==> config.mk <==
export PLATFORM = sky130hd
export DESIGN_NAME = rr_mux4_tdm
export DESIGN_NICKNAME = d
export VERILOG_FILES = /design/src/rtl/rr_mux4_tdm.sv
export SDC_FILE = /design/constraint.sdc
export NUM_CORES = 1
export LEC_CHECK = 0
export ABC_CLOCK_PERIOD_IN_PS = 3290
export CORE_MARGIN = 1
export CORE_UTILIZATION = 35
export CTS_CLUSTER_DIAMETER = 200
export CTS_CLUSTER_SIZE = 8
export DETAILED_ROUTE_END_ITERATION = 10
export GPL_TIMING_DRIVEN = 0
export PLACE_DENSITY = 0.8
export SYNTH_ARGS = -nofsm -noshare
export SYNTH_HDL_FRONTEND = slang
export SYNTH_SLANG_ARGS = --single-unit
export TNS_END_PERCENT = 20
==> constraint.sdc <==
create_clock -name clk -period 3.29 [get_ports clk]
set_input_delay 0.329 -clock clk [delete_from_list [all_inputs] [get_ports clk]]
set_output_delay 0.329 -clock clk [all_outputs]
set_load 0.02 [all_outputs]
==> src/rtl/rr_mux4_tdm.sv <==
// rtl/rr_mux4_tdm.sv - 4-to-1 round-robin TDM mux onto one registered output word.
// Optional build macro MUX_FIXED_PRIO_EN selects strict priority ch0 > ch1 > ch2 > ch3.
module rr_mux4_tdm #(
  parameter int WIDTH = 4
) (
  input  logic               clk,
  input  logic               rst,
  input  logic [4*WIDTH-1:0] in_data,
  input  logic [3:0]         in_valid,
  output logic [3:0]         in_ready,
  output logic [WIDTH-1:0]   out_data,
  output logic [1:0]         out_sel,
  output logic               out_valid,
  input  logic               out_ready
);

  typedef enum logic {
    EMPTY = 1'b0,
    FULL  = 1'b1
  } state_t;

  state_t           state_q, state_d;
  logic [WIDTH-1:0] out_data_q, out_data_d;
  logic [1:0]       out_sel_q, out_sel_d;
  logic [1:0]       last_grant_q, last_grant_d;

  logic             load_en;
  logic             found;
  logic [1:0]       grant_idx;
  logic [1:0]       cand;
  logic [3:0]       grant;

  assign load_en = (state_q == EMPTY) | out_ready;

  always_comb begin
    found     = 1'b0;
    grant_idx = 2'd0;
    cand      = 2'd0;
    grant     = 4'b0000;
    for (int k = 0; k < 4; k++) begin
`ifdef MUX_FIXED_PRIO_EN
      cand = 2'(k);
`else
      // Search starts one past the previous winner so every lane gets a turn.
      cand = last_grant_q + 2'(k + 1);
`endif
      if (!found && in_valid[cand]) begin
        found     = 1'b1;
        grant_idx = cand;
      end
    end
    if (found) begin
      grant[grant_idx] = 1'b1;
    end
  end

  // Reset is folded in so no producer sees a handshake while the block is held.
  assign in_ready = grant & {4{load_en & ~rst}};

  always_comb begin
    state_d      = state_q;
    out_data_d   = out_data_q;
    out_sel_d    = out_sel_q;
    last_grant_d = last_grant_q;
    if (load_en) begin
      if (found) begin
        state_d      = FULL;
        out_data_d   = in_data[grant_idx*WIDTH +: WIDTH];
        out_sel_d    = grant_idx;
        last_grant_d = grant_idx;
      end else begin
        state_d = EMPTY;
      end
    end
  end

  always_ff @(posedge clk or posedge rst) begin
    if (rst) begin
      state_q      <= EMPTY;
      out_data_q   <= '0;
      out_sel_q    <= 2'd0;
      last_grant_q <= 2'd3;
    end else begin
      state_q      <= state_d;
      out_data_q   <= out_data_d;
      out_sel_q    <= out_sel_d;
      last_grant_q <= last_grant_d;
    end
  end

  assign out_data  = out_data_q;
  assign out_sel   = out_sel_q;
  assign out_valid = (state_q == FULL);

endmodule

==> out/qor.yml <==
wire_per_inst_um: 13.76
grt_max_degree: 12
synth_largest_area_cell: "dfrtp_1"
syn_nets: 89
drcViolationCount: 3
hold_viol: 0
power_frac_clock_pct: 18.5
cts_tree: "yes"
yosysSeqAreaShare_pct: 37.37
worst_slack_ns: 0.4324
slew-limit-headroom_pct: 66.72
fillers: 133
grt_pass1_vias: 534
postSynthCellCount: 66
overflow: 0
clock_path_buffers: 2
p_int_w: 0.0002929
cts_sinks: 9
p_switching_w: 0.0001653
postPlaceCellArea_um2: 959.7
yosys_warnings: 0
die_w_um: 43.73
final_area_um2: 987.2
tightest_slew_ns: 0.4946
gp_congestion: 0.7988
synth-xor-area-share_pct: 0
post-route-min-period_ns: 2.858
postCtsSetupBuffers: 0
layout_commonest_cell: "clkdlybuf4s50_1"
die-area_mm2: 0.001912
p_seq_share_pct: 34.9
worst_setup_path_start_kind: "input port"
max_stage_delay_ns: 0.60
power_leakage_nw: 0.4188
worst_setup_path_end_kind: "output pin"
port-buffer-count: 33
multi_input_area_um2: 355.3
grt_pass1_wl_um: 2387
cts_root_buf: "clkbuf_4"
busiest_layer: "met2"
synthMuxAreaShare_pct: 8.214
htree_levels: 1
p_sw_share_pct: 36.08
clock_latency_ns: 0.26
violations: "DRC"
setup_violations: 0
vias_per_cell: 5.353
grt_use_met1_pct: 24.15
io_pins: 34
yosys-top-cells-area: "dfrtp_1 (29%), a211oi_1 (15%), dfstp_2 (8.6%)"
totalWireLength_um: 1637
rows: 14
gr-usage-met3_pct: 4.583
synth_top_family_by_area: "compound AO/OA/AOI/OAI gates"
syn-mean-instance-area_um2: 9.232
p_per_area_mw_per_mm2: 464.2
syn_area_um2: 609.3
ys_ff_latch: 9
dr.first_iter.drc_count: 13
register_area_um2: 227.7
setup_tns_ns: 0
crit_slowest_cell: "clkdlybuf4s50_1"
cts_resized: 0
ir_drop_mv: 0.3180
fin_crit_sh_pct: 86.86
report.final.slew_viol_count: 0
synthAdderAreaFrac_pct: 0
yosys.area_share.simple_pct: 20.53
hold_class: "input port to async pin"
cp.arrival_ns: 2.53
syn_to_final_growth_pct: 62.01
yosysUniqueCellTypes: 24
met2_usage_pct: 26.87
ant_nets: 0
required_ns: 2.96
critical_path_class: "input port to output pin"
cts.clk_slew.worst_paths_ns: 0.07
cpMostUsedCell: "clkdlybuf4s50_1"
crit_fanout: 6
rsz0062_at_grt: "no"
mostFrequentLayoutCells: "clkdlybuf4s50_1 (33), a211oi_1 (12), inv_1 (7), dfrtp_1 (7), nor2_1 (6)"
nets: 127
firstDrtPassIters: 7
vias: 637
total_power_w: 0.0004583
synth_compound_area_share_pct: 29.57
initial_core_util_pct: 39.09
r2r-start: "last_grant_q[1]"
cap_violations: 0
core-area_mm2: 0.001559
dp_hpwl_um: 1282
max_freq_mhz: 349.9
cts_made_buffers: 3
crit_start: "in_valid[3]"
grt_util_all_layers_pct: 17.81
antenna_cells: 0
status: "complete, but fails checks"
die_h_um: 43.73
holdBufCountCts: 0
post_route_cells_drive_above_1_share_pct: 13.59
pre_cts_ws_ns: 0.4189
combPwrFrac_pct: 46.6
synthDominantCellAreaShare_pct: 28.75
fin_skew_ns: 0.009931
antenna_found_initial: 0
cp_cell_sequence: "clkdlybuf4s50_1 > nor4_1 > or2_2 > a21oi_1 > and3_2 > clkdlybuf4s50_1"
[worst paths after layout]
| path | to | slack (ns) | depth (start not counted) |
|---|---|---|---|
| worst max-delay path | in_ready[0] | 0.43 | 6 |
| worst min register to register | out_sel[0] | 0.48 | 1 |
| worst max register to register | out_data[2] | 1.48 | 5 |
| worst min-delay path | out_valid | 0.42 | 2 |
| min in group clk | out_sel[0] | 0.48 | 1 |
| max in group asynchronous | last_grant_q[1] | 2.56 | 2 |
[cell families after synthesis]
group                  count (synthesis)
AO/OA/AOI/OAI                         21
buffers and inverters                  7
flip-flops                             9
multiplexers                           5
AND/OR/NAND/NOR                       24
[final cells by class]
cell class | instances | share of cell area (%)
clock buffers | 3 | 2.281
clock inverters | 1 | 0.5070
inverters | 7 | 2.662
multi-input cells | 50 | 35.99
flip-flops and latches | 9 | 23.07
well taps | 16 | 2.028
repair buffers | 33 | 33.46
[synth_stat cells, drive strengths merged]
| cell | count |
|---|---|
| and2 | 1 |
| nor2 | 6 |
| or2 | 1 |
| dfrtp | 7 |
| nand2b | 3 |
| nor4 | 1 |
| o21ai | 1 |
| nand2 | 4 |
| nor3 | 2 |
| inv | 7 |
| dfstp | 2 |
| a21oi | 2 |
| o32a | 1 |
| a21o | 3 |
| a211oi | 12 |
| nand3 | 1 |
| a31oi | 1 |
| nor2b | 2 |
| o22ai | 1 |
| mux2i | 5 |
| and3 | 3 |
[worst max-delay path: cells and delay by family]
family	cells	cell delay, ns
compound gates	1	0.36
simple gates	3	0.68
buf+inv	2	1.16
[flip-flops by register name (all words and copies together), names as in the netlist]
signal,cells
out_data,4
out_sel,2
out_valid,1
last_grant_q,2
[metrics by stage]
step | cells | utilization [%] | hold slack (ns)
2_1_floorplan | 66 | - | 0.1654
3_3_place_gp | 115 | 61.56 | 0.4623
3_5_place_dp | 115 | 61.56 | 0.4696
4_1_cts | 119 | 63.32 | 0.4228
5_1_grt | 119 | 63.32 | 0.4406
6_report | 119 | 63.32 | 0.4171
[power groups by stage]
stage | Combinational [W] | Sequential, W | Clock (W)
floorplan | 0.0000938 | 0.000185 | 0
global placement | 0.000212 | 0.000160 | 0
global route | 0.000229 | 0.000163 | 0.0000937
CTS | 0.000215 | 0.000160 | 0.0000882
detailed placement | 0.000214 | 0.000162 | 0
finish | 0.000213 | 0.000160 | 0.0000848
[per-layer routing]
| metal | wire length (um) | vias up |
|---|---|---|
| met5 | 0 | - |
| met4 | 27 | 0 |
| met3 | 93 | 4 |
| met2 | 763 | 22 |
| met1 | 752 | 288 |
| li1 | - | 323 |
Power figures use the tool's default switching activity.
